===== config.mk =====
export PLATFORM = sky130hd
export DESIGN_NAME = onehot_seq_driver
export DESIGN_NICKNAME = d
export VERILOG_FILES = /design/src/rtl/onehot_seq_pkg.sv /design/src/rtl/onehot_seq_check.sv /design/src/rtl/onehot_seq_driver.sv
export SDC_FILE = /design/constraint.sdc
export NUM_CORES = 1
export LEC_CHECK = 0
export ABC_AREA = 1
export BUFFER_PORTS_ARGS = -buffer_cell sky130_fd_sc_hd__buf_2
export CAP_MARGIN = 25
export CORE_ASPECT_RATIO = 0.7
export CORE_MARGIN = 4
export CORE_UTILIZATION = 56
export CTS_CLUSTER_SIZE = 8
export DETAILED_ROUTE_END_ITERATION = 6
export GPL_TIMING_DRIVEN = 0
export PLACE_DENSITY = 0.81
export SYNTH_ARGS = -nofsm -noshare
export SYNTH_HDL_FRONTEND = slang
export SYNTH_SLANG_ARGS = --single-unit
export TNS_END_PERCENT = 30

===== constraint.sdc =====
create_clock -name clk -period 2.6 [get_ports clk]
set_input_delay 0.65 -clock clk [delete_from_list [all_inputs] [get_ports clk]]
set_output_delay 0.65 -clock clk [all_outputs]
set_load 0.1 [all_outputs]

===== src/rtl/onehot_seq_pkg.sv =====
// Shared constants and helpers for the one-hot schedule sequencer.
// Latency: n/a (package only).
// Backpressure: n/a (package only).
// Exports: DEFAULT_NUM_STATES, DEFAULT_CNT_W, MAX_STATES,
//          state_bit(idx), is_onehot0(vec).
package onehot_seq_pkg;

    localparam int DEFAULT_NUM_STATES = 15;
    localparam int DEFAULT_CNT_W      = 16;

    // Helpers work on a fixed wide vector; NUM_STATES must not exceed this.
    localparam int MAX_STATES = 64;

    // One-hot constant for state (idx+1); same encoding as the datapath's
    // fsm_stateNN parameters.
    function automatic logic [MAX_STATES-1:0] state_bit(input int unsigned idx);
        return MAX_STATES'(1) << idx;
    endfunction

    // True for the all-zero vector or a vector with exactly one bit set.
    function automatic logic is_onehot0(input logic [MAX_STATES-1:0] vec);
        return (vec & (vec - MAX_STATES'(1))) == '0;
    endfunction

endpackage


===== src/rtl/onehot_seq_check.sv =====
// Sticky one-hot integrity checker for the sequencer state vector.
// Latency: bad is combinational; err rises on the edge after a bad vector.
// Backpressure: none; observes state only.
// Ports: clk, reset (sync, active-high), state (in), bad (comb flag), err (sticky).
module onehot_seq_check
    import onehot_seq_pkg::*;
#(
    parameter int NUM_STATES = DEFAULT_NUM_STATES
) (
    input  logic                  clk,
    input  logic                  reset,
    input  logic [NUM_STATES-1:0] state,
    output logic                  bad,
    output logic                  err
);

    assign bad = !is_onehot0(MAX_STATES'(state));

    always_ff @(posedge clk) begin
        if (reset) begin
            err <= 1'b0;
        end else if (bad) begin
            err <= 1'b1;
        end
    end

`ifndef SYNTHESIS
    always_ff @(posedge clk) begin
        if (!reset) begin
            assert (!bad)
                else $error("onehot_seq_check: state vector %0h is not zero/one-hot", state);
        end
    end
`endif

endmodule


===== src/rtl/onehot_seq_driver.sv =====
// Start/done handshaked, stallable one-hot state sequencer for a scheduled datapath.
// Latency: start -> state01 in 1 cycle; unstalled run busy NUM_STATES cycles, done 1 cycle after final state.
// Backpressure: stall holds the current state; abort returns to idle; start ignored mid-run.
// Ports: clk, reset (sync, active-high), start, stall, abort (in);
//        state (one-hot, 0 = idle), busy, done (1-cycle pulse), run_count (wrapping).
// Optional: define ONEHOT_SEQ_CHECK_EN to add the sticky err output and
//           force idle whenever state is neither zero nor one-hot.
module onehot_seq_driver
    import onehot_seq_pkg::*;
#(
    parameter int NUM_STATES = DEFAULT_NUM_STATES,  // 2..MAX_STATES
    parameter int CNT_W      = DEFAULT_CNT_W
) (
    input  logic                  clk,
    input  logic                  reset,
    input  logic                  start,
    input  logic                  stall,
    input  logic                  abort,
    output logic [NUM_STATES-1:0] state,
    output logic                  busy,
    output logic                  done,
`ifdef ONEHOT_SEQ_CHECK_EN
    output logic                  err,
`endif
    output logic [CNT_W-1:0]      run_count
);

    localparam logic [MAX_STATES-1:0] FIRST_W = state_bit(0);
    localparam logic [NUM_STATES-1:0] FIRST   = FIRST_W[NUM_STATES-1:0];

    logic [NUM_STATES-1:0] state_q, state_d;
    logic                  done_q, done_d;
    logic [CNT_W-1:0]      cnt_q, cnt_d;
    logic                  last;
    logic                  bad;

`ifdef ONEHOT_SEQ_CHECK_EN
    onehot_seq_check #(
        .NUM_STATES (NUM_STATES)
    ) u_check (
        .clk   (clk),
        .reset (reset),
        .state (state_q),
        .bad   (bad),
        .err   (err)
    );
`else
    assign bad = 1'b0;
`endif

    assign last = state_q[NUM_STATES-1];

    always_comb begin
        state_d = state_q;
        done_d  = 1'b0;
        cnt_d   = cnt_q;
        if (state_q == '0) begin
            // abort beats a simultaneous start while idle
            if (start && !abort) begin
                state_d = FIRST;
            end
        end else if (abort) begin
            state_d = '0;
        end else if (!stall) begin
            if (last) begin
                done_d  = 1'b1;
                cnt_d   = cnt_q + CNT_W'(1);
                // start on the final cycle chains the next run with no bubble
                state_d = start ? FIRST : '0;
            end else begin
                state_d = state_q << 1;
            end
        end
        // A corrupted vector is discarded outright: no done, no count.
        if (bad) begin
            state_d = '0;
            done_d  = 1'b0;
            cnt_d   = cnt_q;
        end
    end

    always_ff @(posedge clk) begin
        if (reset) begin
            state_q <= '0;
            done_q  <= 1'b0;
            cnt_q   <= '0;
        end else begin
            state_q <= state_d;
            done_q  <= done_d;
            cnt_q   <= cnt_d;
        end
    end

    assign state     = state_q;
    assign busy      = |state_q;
    assign done      = done_q;
    assign run_count = cnt_q;

endmodule


======== Yosys cells after proc, flatten, opt, wreduce, memory -nomap -nowiden ========
Index checks and enable logic that the tools add are counted.
cells by class
  $add $sub $neg .......................... 1
  equal/unequal tests ..................... 2
  muxes and demuxes ....................... 7
  bitwise logic cells ..................... 3
  reduce and logical (&&, ||, !) cells .... 7
operators with widths
  operator                                                count
  two-way mux 15 bit                                      5
  adder 16 x 1 -> 16 bit (second input constant)          1
  zero test 15 bit                                        1
  OR reduction 15 bit                                     1
  AND reduction 4 bit                                     1
  OR reduction 4 bit                                      1
  inequality test 3 x 1 -> 1 bit (second input constant)  1
  inverter 1 bit                                          3
  two-way mux 1 bit                                       2
  inequality test 2 x 1 -> 1 bit (second input constant)  1
  AND reduction 2 bit                                     1
  logical AND 1 bit                                       1
  zero test 1 bit                                         1
storage, ports and cells
  register bits after elaboration ......... 32
  input bits .............................. 5
  output and inout bits ................... 33
  logic and storage cells ................. 23

======== Longest topological paths before layout ========
  word-level depth ........................ 5
  mapped depth ............................ 9
  gate-level depth less buffers ........... 9

======== Worst setup path before layout ========
No wires, ideal clock.
  path kind ............................... register -> output
  from .................................... register state_q[4], in the netlist state[4]
  to ...................................... output busy
  data arrival time ....................... 1.715 ns
  required time ........................... 1.950 ns
  slack ................................... 0.235 ns
  cell stages (with the launch flop) ...... 7
  buffers on the path ..................... 2
  path through ............................ dfxtp_1 > inv_1 > nand2_1 > nor2_2 > nand2_2 > buf_6 > buf_6
on the way
  longest elaborated chain between the ends .. 1
ends and longest elaborated chain
  what                    RTL line                 source
  start, declared         onehot_seq_driver.sv:31  logic [NUM_STATES-1:0] state_q, state_d;
  start signal, assigned  onehot_seq_driver.sv:88  state_q <= state_d;
  OR reduction 15 bit     onehot_seq_driver.sv:95  assign busy = |state_q;
  end, declared           onehot_seq_driver.sv:20  output logic busy,
No other way between the ends.

======== Worst setup path after layout ========
  from .................................... register state_q[10], in the netlist state[10]
  to ...................................... output busy
Same word-level chain as after synthesis.

==> impl_metrics.json <==
{
  "status": "completed",
  "postCtsResizedCells": 0,
  "cts_made_buffers": 5,
  "nNetsFinal": 363,
  "viasPerCell": 5.31,
  "vias": 2103,
  "synth_cell_types": 23,
  "gp_congestion": 0.929,
  "cp-endpoint": "busy",
  "fp.dieW_um": 77.4,
  "drt_pass1_iterations": 5,
  "ff2ff_setup_slack_ns": 1.06,
  "cp.arrival_ns": 1.70,
  "tns_ns": 0,
  "setup.worst_path.end_class": "output port",
  "maxCapViolations": 0,
  "n_antenna_cell": 0,
  "routed_wl_um": 4880,
  "power_density_nw_per_um2": 1140,
  "ys_top_cells_by_count": "nor2_1, nand2_1, inv_1, dfxtp_1, nand3_1",
  "critPathKind": "reg -> out",
  "synth_seq_cells": 32,
  "layout.cells.non_filler": 396,
  "ys.flop_type": "dfxtp_1",
  "hpwl_um": 3640,
  "r2r_start": "run_count[1]",
  "clockBufferDepth": 2,
  "grt_pass1_wl_um": 8040,
  "worstPathRequired_ns": 1.95,
  "seq_area_frac_synth_pct": 34.0,
  "critPathLaunch": "state[10]",
  "synth_fp_nets": 320,
  "die_h_um": 56.6,
  "syn_to_final_growth_pct": 17.0,
  "die_area_um2": 4370,
  "rows": 17,
  "grt_usage_pct": 22.8,
  "yosysTopAreaCellShare_pct": 34.0,
  "yosys_warnings": 0,
  "start_util_pct": 59.1,
  "hold_ws_ns": 0.507,
  "avgSynthCellArea_um2": 6.00,
  "setup_viol_count_final": 0,
  "final_max_slew_viol_count": 0,
  "grt_pass1_vias": 1691,
  "cts_tree": "yes",
  "overflow": 0,
  "r2r_cells": 8,
  "layout_setup_ws_ns": 0.249,
  "fin_crit_sh_pct": 90.4,
  "syn_area_um2": 1890,
  "post_cts_buffers": 0,
  "worst_pin_slew_ns": 0.487,
  "power_leakage_nw": 1.07,
  "max_freq_mhz": 425,
  "preCtsSetupSlack_ns": 0.575,
  "maxSlewHeadroom_pct": 67.8,
  "cts-root-buf": "clkbuf_8",
  "cts_sinks": 32,
  "synth_area_leader_cell": "dfxtp_1",
  "yosys-top-cells-area": "dfxtp_1, nor2_1, nand2_1",
  "place_inst": 388,
  "synth-edff-count": 0,
  "drc_errors": 0,
  "critPathMaxFanout": 10,
  "grt_max_degree": 11,
  "clock-skew-final_ns": 0.00957,
  "r2r_end": "run_count[14]",
  "synthCells": 314,
  "min_period_ns": 2.35,
  "avgRoutedWirePerCell_um": 12.3,
  "power_w": 0.00251,
  "async_flop_share_pct": 0,
  "pin_count": 38,
  "rsz0062_at_grt": "no",
  "hold_path.class": "reg -> reg",
  "ir_drop_mv": 0.803,
  "hold_violations": 0,
  "antenna_left": 0,
  "hold_buffers": 0,
  "htreeDepth": 2,
  "io_buffers": 36,
  "antenna_found_initial": 0,
  "worstSetupStartpointType": "register",
  "drtIter0Drc": 205,
  "drive_gt1_share_pct": 16.8,
  "clkTransAtPathRegs_ns": 0.07,
  "synth_most_common_cell": "nor2_1",
  "core-area_um2": 3190,
  "clock_latency_ns": 0.29
}
[through the flow]
stage	util, %	area (um2)
floorplan	-	1890
global placement	66.2	2110
detailed placement	66.2	2110
CTS	69.1	2210
global route	69.1	2210
finish	69.1	2210
[cells by family after synthesis]
kind of cell	after synthesis	share of synthesized area, %
flip-flops	32	34.0
buffers and inverters	50	11.1
adder cells (fa/ha/maj)	1	0.663
XOR/XNOR	1	0.465
AO/OA/AOI/OAI	4	1.19
AND/OR/NAND/NOR	226	52.6
[placed cells by master (no fill, tap or decap), drive strengths merged]
| cell type | n |
|---|---|
| clkbuf | 11 |
| a21oi | 3 |
| clkinv | 2 |
| o211ai | 1 |
| xor2 | 1 |
| nand2 | 76 |
| nor3 | 7 |
| dfxtp | 32 |
| nand4 | 20 |
| inv | 37 |
| nand3 | 32 |
| nand3b | 1 |
| nor2 | 90 |
| buf | 44 |
| ha | 1 |
[sequential cells by signal, indices dropped and copies added, names as in the netlist]
register	flops
run_count	16
state	15
done	1
[power by group]
| part | internal, W | switching (W) | total, W | leakage, nW |
|---|---|---|---|---|
| sequential | 0.000566 | 0.0000628 | 0.000628 | 0.260 |
| combinational | 0.000312 | 0.00117 | 0.00148 | 0.757 |
| clock | 0.000211 | 0.000193 | 0.000404 | 0.0510 |
[worst min path at each step]
stage	slack, ns	end	cells past startpoint	startpoint
floorplan	0.93	state[0]	4	start
global placement	0.49	run_count[15]	2	run_count[15]
detailed placement	0.50	run_count[15]	2	run_count[15]
CTS	0.51	run_count[15]	2	run_count[15]
global route	0.53	run_count[15]	2	run_count[15]
finish	0.51	run_count[15]	2	run_count[15]
[critical path: stages (launching register included)]
cell and delay (ns):
dfxtp_1 0.40, nor2_1 0.07, nand2_1 0.07, nor2_2 0.06
nand2_2 0.07, buf_6 0.15, buf_6 0.15, buf_2 0.43
[routing by layer]
metal	up-vias	GRT usage (%)	part of all wire, %
met1	933	36.6	49
li1	1071	-	-
met2	93	29.5	41
met5	-	0	0
met3	6	5.13	8.8
met4	0	6.09	0.98
[cell type report]
class | count | area, um2
multi-input cells | 232 | 1030
fillers | 330 | 985
flip-flops and latches | 32 | 641
repair buffers | 36 | 180
inverters | 37 | 139
clock buffers | 6 | 82.6
plain buffers | 13 | 71.3
well taps | 38 | 47.5
clock inverters | 2 | 10.0
(Power assumes the default switching activity.)
